--- config.mk ---
export PLATFORM = sky130hd
export DESIGN_NAME = sha256_msg_padder
export DESIGN_NICKNAME = d
export VERILOG_FILES = /design/src/rtl/sha256_pkg.sv /design/src/rtl/sha256_rd_pipe.sv /design/src/rtl/sha256_msg_padder.sv
export SDC_FILE = /design/constraint.sdc
export NUM_CORES = 2
export LEC_CHECK = 0
export ABC_AREA = 1
export BUFFER_PORTS_ARGS = -buffer_cell sky130_fd_sc_hd__buf_2
export CORE_MARGIN = 2
export CORE_UTILIZATION = 45
export DETAILED_ROUTE_END_ITERATION = 8
export GPL_ROUTABILITY_DRIVEN = 1
export PLACE_DENSITY = 0.74
export REMOVE_ABC_BUFFERS = 1
export SLEW_MARGIN = 20
export SYNTH_ARGS = -nofsm -noshare
export SYNTH_HDL_FRONTEND = slang
export SYNTH_HIERARCHICAL = 1
export SYNTH_SLANG_ARGS = --single-unit
export TNS_END_PERCENT = 50
--- constraint.sdc ---
create_clock -name clock -period 8 [get_ports clock]
set_clock_uncertainty 0.2 [all_clocks]
set_input_delay 1.6 -clock clock [delete_from_list [all_inputs] [get_ports clock]]
set_output_delay 1.6 -clock clock [all_outputs]
set_load 0.05 [all_outputs]
--- src/rtl/sha256_pkg.sv ---
// Shared constants and state encoding for the SHA-256 message padder.
package sha256_pkg;

  localparam int         BLOCK_W       = 512;
  localparam int         LEN_FIELD_W   = 64;
  localparam logic [7:0] PAD_BYTE      = 8'h80;
  localparam int         BYTES_PER_BLK = 64;

  typedef enum logic [2:0] {
    ST_IDLE,
    ST_CLEAR,
    ST_FILL,
    ST_PAD,
    ST_EMIT,
    ST_DONE
  } pad_state_t;

endpackage

--- src/rtl/sha256_rd_pipe.sv ---
// Tracks outstanding SRAM reads: carries {valid, block byte index} alongside
// the SRAM latency so returning data lands in the byte it was issued for.
module sha256_rd_pipe #(
  parameter int LAT = 1
) (
  input  logic       clock,
  input  logic       reset_n,
  input  logic       flush,
  input  logic       in_valid,
  input  logic [5:0] in_idx,
  output logic       out_valid,
  output logic [5:0] out_idx
);

  logic       vld_q [LAT];
  logic [5:0] idx_q [LAT];

  // Shift the read tag forward one stage per cycle; flush drops in-flight reads.
  always_ff @(posedge clock or negedge reset_n) begin
    if (!reset_n) begin
      for (int i = 0; i < LAT; i++) begin
        vld_q[i] <= 1'b0;
        idx_q[i] <= '0;
      end
    end else begin
      vld_q[0] <= in_valid & ~flush;
      idx_q[0] <= in_idx;
      for (int i = 1; i < LAT; i++) begin
        vld_q[i] <= vld_q[i-1] & ~flush;
        idx_q[i] <= idx_q[i-1];
      end
    end
  end

  assign out_valid = vld_q[LAT-1];
  assign out_idx   = idx_q[LAT-1];

endmodule

--- src/rtl/sha256_msg_padder.sv ---
// Streams a byte message from SRAM into SHA-256 padded 512-bit blocks.
//
// state    | meaning
// ---------+----------------------------------------------------------
// IDLE     | waiting for start
// CLEAR    | zero the block buffer, decide whether this block has data
// FILL     | issue SRAM reads for this block, wait for the pipe to drain
// PAD      | insert 0x80 marker and, on the final block, the bit length
// EMIT     | present block until accepted
// DONE     | one-cycle done pulse, busy already low
module sha256_msg_padder
  import sha256_pkg::*;
#(
  parameter int LEN_W   = 10,
  parameter int MEM_LAT = 1
) (
  input  logic               clock,
  input  logic               reset_n,
  input  logic               start,
  input  logic [LEN_W-1:0]   msg_len,
  input  logic               abort,
  output logic               mem_en,
  output logic [LEN_W-1:0]   mem_addr,
  input  logic [7:0]         mem_data,
  output logic               blk_valid,
  input  logic               blk_ready,
  output logic [BLOCK_W-1:0] blk_data,
  output logic               blk_last,
  output logic               busy,
  output logic               done
);

  pad_state_t       state;
  logic [LEN_W-1:0] len_q;
  logic [LEN_W-6:0] blk_idx;
  logic [5:0]       rd_k;
  logic [2:0]       drain_cnt;

  logic             rd_valid;
  logic [5:0]       rd_idx;

  // Block position arithmetic is one bit wider than the length so a
  // maximum-length message never wraps.
  logic [LEN_W:0]   blk_base;
  logic [LEN_W:0]   len_ext;
  logic [LEN_W:0]   pad_off;
  logic [LEN_W+1:0] len_p8;
  logic [LEN_W+1:0] blk_end;
  logic [LEN_W-1:0] len_last;
  logic             data_left;
  logic             pad_here;
  logic             blk_is_last;

  assign blk_base    = {blk_idx, 6'b000000};
  assign len_ext     = {1'b0, len_q};
  assign pad_off     = len_ext - blk_base;
  assign len_p8      = {2'b00, len_q} + (LEN_W+2)'(8);
  assign blk_end     = {1'b0, blk_base} + (LEN_W+2)'(BYTES_PER_BLK);
  assign len_last    = len_q - 1'b1;
  assign data_left   = blk_base < len_ext;
  assign pad_here    = (len_ext >= blk_base) && (pad_off[LEN_W:6] == '0);
  // Final block is the one whose end lies beyond the marker plus length field.
  assign blk_is_last = len_p8 < blk_end;

  sha256_rd_pipe #(.LAT(MEM_LAT)) u_rd_pipe (
    .clock     (clock),
    .reset_n   (reset_n),
    .flush     (abort),
    .in_valid  (mem_en),
    .in_idx    (rd_k),
    .out_valid (rd_valid),
    .out_idx   (rd_idx)
  );

  // Padder FSM with registered SRAM, block and status outputs.
  always_ff @(posedge clock or negedge reset_n) begin
    if (!reset_n) begin
      state     <= ST_IDLE;
      len_q     <= '0;
      blk_idx   <= '0;
      rd_k      <= '0;
      drain_cnt <= '0;
      mem_en    <= 1'b0;
      mem_addr  <= '0;
      blk_valid <= 1'b0;
      blk_data  <= '0;
      blk_last  <= 1'b0;
      busy      <= 1'b0;
      done      <= 1'b0;
    end else if (abort) begin
      state     <= ST_IDLE;
      mem_en    <= 1'b0;
      mem_addr  <= '0;
      blk_valid <= 1'b0;
      blk_last  <= 1'b0;
      busy      <= 1'b0;
      done      <= 1'b0;
    end else begin
      case (state)
        ST_IDLE, ST_DONE: begin
          done  <= 1'b0;
          state <= ST_IDLE;
          if (start) begin
            len_q   <= msg_len;
            blk_idx <= '0;
            busy    <= 1'b1;
            state   <= ST_CLEAR;
          end
        end
        ST_CLEAR: begin
          blk_data <= '0;
          if (data_left) begin
            mem_en   <= 1'b1;
            mem_addr <= blk_base[LEN_W-1:0];
            rd_k     <= '0;
            state    <= ST_FILL;
          end else begin
            state <= ST_PAD;
          end
        end
        ST_FILL: begin
          if (rd_valid) blk_data[{~rd_idx, 3'b111} -: 8] <= mem_data;
          if (mem_en) begin
            if (rd_k == 6'd63 || mem_addr == len_last) begin
              mem_en    <= 1'b0;
              mem_addr  <= '0;
              drain_cnt <= 3'(MEM_LAT);
            end else begin
              mem_addr <= mem_addr + 1'b1;
              rd_k     <= rd_k + 1'b1;
            end
          end else if (drain_cnt == 3'd1) begin
            state <= ST_PAD;
          end else begin
            drain_cnt <= drain_cnt - 1'b1;
          end
        end
        ST_PAD: begin
          if (pad_here) blk_data[{~pad_off[5:0], 3'b111} -: 8] <= PAD_BYTE;
          if (blk_is_last) blk_data[LEN_FIELD_W-1:0] <= LEN_FIELD_W'({len_q, 3'b000});
          blk_last  <= blk_is_last;
          blk_valid <= 1'b1;
          state     <= ST_EMIT;
        end
        ST_EMIT: begin
          if (blk_ready) begin
            blk_valid <= 1'b0;
            if (blk_last) begin
              blk_last <= 1'b0;
              busy     <= 1'b0;
              done     <= 1'b1;
              state    <= ST_DONE;
            end else begin
              blk_idx <= blk_idx + 1'b1;
              state   <= ST_CLEAR;
            end
          end
        end
        default: state <= ST_IDLE;
      endcase
    end
  end

endmodule

==> results.sh <==
export IMPL_run_status="complete, no violations"
export IMPL_yosys_area_share_simple=0.239
export IMPL_synthMuxAreaShare=0
export IMPL_floorplan_initialDensity=0.455
export IMPL_slew_limit_headroom=0.0846
export IMPL_worst_ep_required_time_ns=8.25
export IMPL_die_h_um=259
export IMPL_largest_net_degree_at_the_start_of_global_routing=243
export IMPL_drtAntennaViolNets=0
export IMPL_static_leakage_power_nw=17.8
export IMPL_number_of_i_o_port_buffers=549
export IMPL_detail_route_first_pass_iterations=6
export IMPL_compound_gate_fraction_of_synth_area=0.198
export IMPL_via_count=31100
export IMPL_kind_of_capture_point_of_the_worst_setup_path="flip-flop"
export IMPL_drt_total_wl_mm=124
export IMPL_synth_top_family_by_area="simple AND/OR/NAND/NOR gates"
export IMPL_post_route_cells_drive_above_1_share=0.177
export IMPL_die_w_um=259
export IMPL_wirelength_per_cell_um=24.5
export IMPL_synthToLayoutAreaGrowth_pct=17.4
export IMPL_ys_seq_area_frac=0.478
export IMPL_sort_of_element_at_the_start_of_the_critical_path="flip-flop"
export IMPL_cts_max_level=2
export IMPL_worst_hold_path_num_cells=0
export IMPL_post_synth_main_area_contributors="sky130_fd_sc_hd__dfrtp_1 48%, sky130_fd_sc_hd__a21oi_1 10%, sky130_fd_sc_hd__nand2_1 8.0%, sky130_fd_sc_hd__nor3_1 6.0%, sky130_fd_sc_hd__nor2_1 4.7%"
export IMPL_post_synth_arst_share=1.00
export IMPL_rsz0062_at_grt="no"
export IMPL_crit_chain="inv_1 -> nor2_4 -> nand2_4 -> buf_4 -> o21ai_1 -> nor2_1 -> buf_4 -> nand2_4 -> inv_8 -> buf_12 -> a21oi_1"
export IMPL_tritoncts_num_sinks=561
export IMPL_cts_repair_resized=0
export IMPL_synth_cell_type_count=44
export IMPL_dieArea_sq_um=67300
export IMPL_post_route_period_util=0.593
export IMPL_synthesis_instances=3772
export IMPL_via_per_inst=6.14
export IMPL_ctsRootBufferMaster="sky130_fd_sc_hd__clkbuf_16"
export IMPL_timing_hold_violations_final=0
export IMPL_total_global_routing_overflow=0
export IMPL_fillCellCount=6118
export IMPL_post_synth_fa_ha_maj_area_fraction=0.00878
export IMPL_worstPathMaxFanout=242
export IMPL_synth_top_area_share=0.478
export IMPL_p_total_mw=8.74
export IMPL_fmax_ghz=0.211
export IMPL_criticalPathCategory="reg -> reg"
export IMPL_ctsLongestPathBuffers=3
export IMPL_drt_iter0_drc=4386
export IMPL_post_synth_edffs=0
export IMPL_cts_hold_buffers_added=0
export IMPL_tritoncts="built"
export IMPL_worst_pin_slew_ns=1.37
export IMPL_ys_seq_elements=561
export IMPL_worst_setup_hold_path_clk_slew_ns=0.06
export IMPL_critical_path_max_stage_delay_ns=0.67
export IMPL_post_synth_xor_area_fraction=0.00567
export IMPL_critPathSlowestCell="sky130_fd_sc_hd__buf_4"
export IMPL_reg2reg_depth=11
export IMPL_ys_warn_count=6
export IMPL_ioPinCount=550
export IMPL_dp_cells=4956
export IMPL_synth_area_leader_cell="sky130_fd_sc_hd__dfrtp_1"
export IMPL_switchingPower_mw=3.47
export IMPL_finalSetupViolations=0
export IMPL_ir_drop_mv=0.206
export IMPL_p_per_area_nw_per_um2=254
export IMPL_floorplan_rows=93
export IMPL_finalNonFillerCells=5065
export IMPL_n_antenna_cell=0
export IMPL_power_share_switching=0.397
export IMPL_core_area_sq_um=64500
export IMPL_post_synth_instance_area_sq_um=29400
export IMPL_antenna_found_initial=0
export IMPL_drv_max_cap_violation_count=0
export IMPL_gp_congestion=0.928
export IMPL_power_combinational_fraction=0.310
export IMPL_first_pass_grt_wire_length_mm=183
export IMPL_grt_pass1_vias=29000
export IMPL_arrival_ns=4.99
export IMPL_post_detailed_placement_half_perimeter_wirelength_mm=78.8
export IMPL_tritoncts_num_buffers=60
export IMPL_global_route_usage_total=0.357
export IMPL_drc=0
export IMPL_internal_power_consumption_mw=5.27
export IMPL_power_sequential_fraction=0.349
export IMPL_num_nets_final=4206
export IMPL_clkLatencyLatePin_ns=0.63
export IMPL_timing_final_crit_period_ns=4.75
export IMPL_hold_path_class="reg -> reg"
export IMPL_synthesized_area_divided_by_synthesized_cell_count_sq_um=7.78
export IMPL_post_cts_buffers=0
export IMPL_clockPowerShare=0.341
export IMPL_postSynth_topFlopCell="sky130_fd_sc_hd__dfrtp_1"
export IMPL_final_max_slew_violation_count=0
[critical path, delay by kind of cell (launching register included)]
kind | cells | cell delay (ns)
AND/OR/NAND/NOR | 4 | 0.97
buffers and inverters | 5 | 2.20
AO/OA/AOI/OAI | 2 | 0.27
flip-flops | 1 | 0.39
[flip-flops by register name, indices dropped and copies added (netlist names)]
register             count
blk_data               512
len_q                   10
mem_addr                10
rd_k                     6
u_rd_pipe/out_idx        6
blk_idx                  5
drain_cnt                3
state                    3
blk_last                 1
blk_valid                1
busy                     1
done                     1
mem_en                   1
u_rd_pipe/out_valid      1
[final timing paths]
| kind | slack (ns) | startpoint | endpoint |
|---|---|---|---|
| min in group asynchronous | 0.86 | reset_n | blk_data[96]$_DFFE_PN0P_ |
| min | 0.25 | rd_k[1]$_DFFE_PN0P_ | u_rd_pipe/out_idx[1]$_DFF_PN0_ |
| min reg2reg | 0.25 | rd_k[1]$_DFFE_PN0P_ | u_rd_pipe/out_idx[1]$_DFF_PN0_ |
| max in group asynchronous | 5.18 | reset_n | blk_data[449]$_DFFE_PN0P_ |
| max reg2reg | 3.25 | state[1]$_DFFE_PN0P_ | blk_data[161]$_DFFE_PN0P_ |
| max | 3.25 | state[1]$_DFFE_PN0P_ | blk_data[161]$_DFFE_PN0P_ |
[Yosys cell counts, types with 13 or more instances]
cell,n
sky130_fd_sc_hd__a2bb2oi_1,82
sky130_fd_sc_hd__buf_1,24
sky130_fd_sc_hd__clkbuf_1,132
sky130_fd_sc_hd__dfrtp_1,561
sky130_fd_sc_hd__clkinv_1,13
sky130_fd_sc_hd__nand3_1,202
sky130_fd_sc_hd__inv_1,198
sky130_fd_sc_hd__o21ai_1,44
sky130_fd_sc_hd__xor2_1,14
sky130_fd_sc_hd__nor3_1,354
sky130_fd_sc_hd__nand4_1,36
sky130_fd_sc_hd__a31oi_1,58
sky130_fd_sc_hd__a21oi_1,586
sky130_fd_sc_hd__ha_1,19
sky130_fd_sc_hd__o22ai_1,21
sky130_fd_sc_hd__buf_2,72
sky130_fd_sc_hd__nand2_1,628
sky130_fd_sc_hd__o21ai_0,260
sky130_fd_sc_hd__buf_4,31
sky130_fd_sc_hd__nor2_1,367
[stage by stage]
stage / instance area (sq um) / TNS, ns / utilization / setup slack [ns] / hold slack [ns]
3_3_place_gp: 32400 / 0 / 0.503 / 3.53 / 0.226
4_1_cts: 34500 / 0 / 0.535 / 3.46 / 0.241
5_1_grt: 34500 / 0 / 0.535 / 3.04 / 0.275
3_5_place_dp: 32400 / 0 / 0.503 / 3.48 / 0.227
2_1_floorplan: 28100 / -817.32 / - / -2.09 / 0.199
6_report: 34500 / 0 / 0.535 / 3.25 / 0.249
[layout by cell type (no fill, tap or decap), drive strengths merged, types with 8 or more instances in the layout]
cell     Yosys  final
inv        206    208
nand2      631    631
a2bb2oi     82     82
nand3      206    206
bufinv       0      8
buf        132    593
nor3       357    357
o22ai       21     21
nand4       36     36
a21oi      586    586
ha          19     19
xor2        14     14
nor2       380    380
clkinv      14     28
a31oi       58     58
clkbuf     132     83
o21ai      304    304
dfrtp      561    561
[power by group through the flow]
stage,sequential (mW),clock [mW],combinational (mW)
after floorplan,3.18,0,1.59
final,3.05,2.98,2.71
after global placement,3.09,0,2.60
after detailed placement,3.09,0,2.62
after global routing,3.06,3.10,2.92
after CTS,3.04,2.99,2.63
[cells by family after synthesis]
family                     count (synthesis)
and+or+nand+nor                         1618
AOI/OAI and AO/OA                       1070
DFF                                      561
buffers and inverters                    484
adders and majority gates                 20
xor gates and xnor gates                  19
[metal layers]
layer	wire, um	track usage	share of wire	vias up
li1	-	-	-	13700
met1	48200	0.487	0.39	14700
met2	54800	0.538	0.44	2216
met3	14000	0.0749	0.11	413
met4	6930	0.176	0.056	0
met5	0	0	0	-
[area by class of cell]
type,instances,area (sq um),share of cell area
clock buffers,83,1720,0.0499
clock inverters,26,350,0.0102
inverters,220,840,0.0244
multi-input cells,2727,13300,0.386
flip-flops and latches,561,14000,0.407
well taps,855,1070,0.0310
repair buffers,593,3140,0.0910
Power figures use the tool's default switching activity.
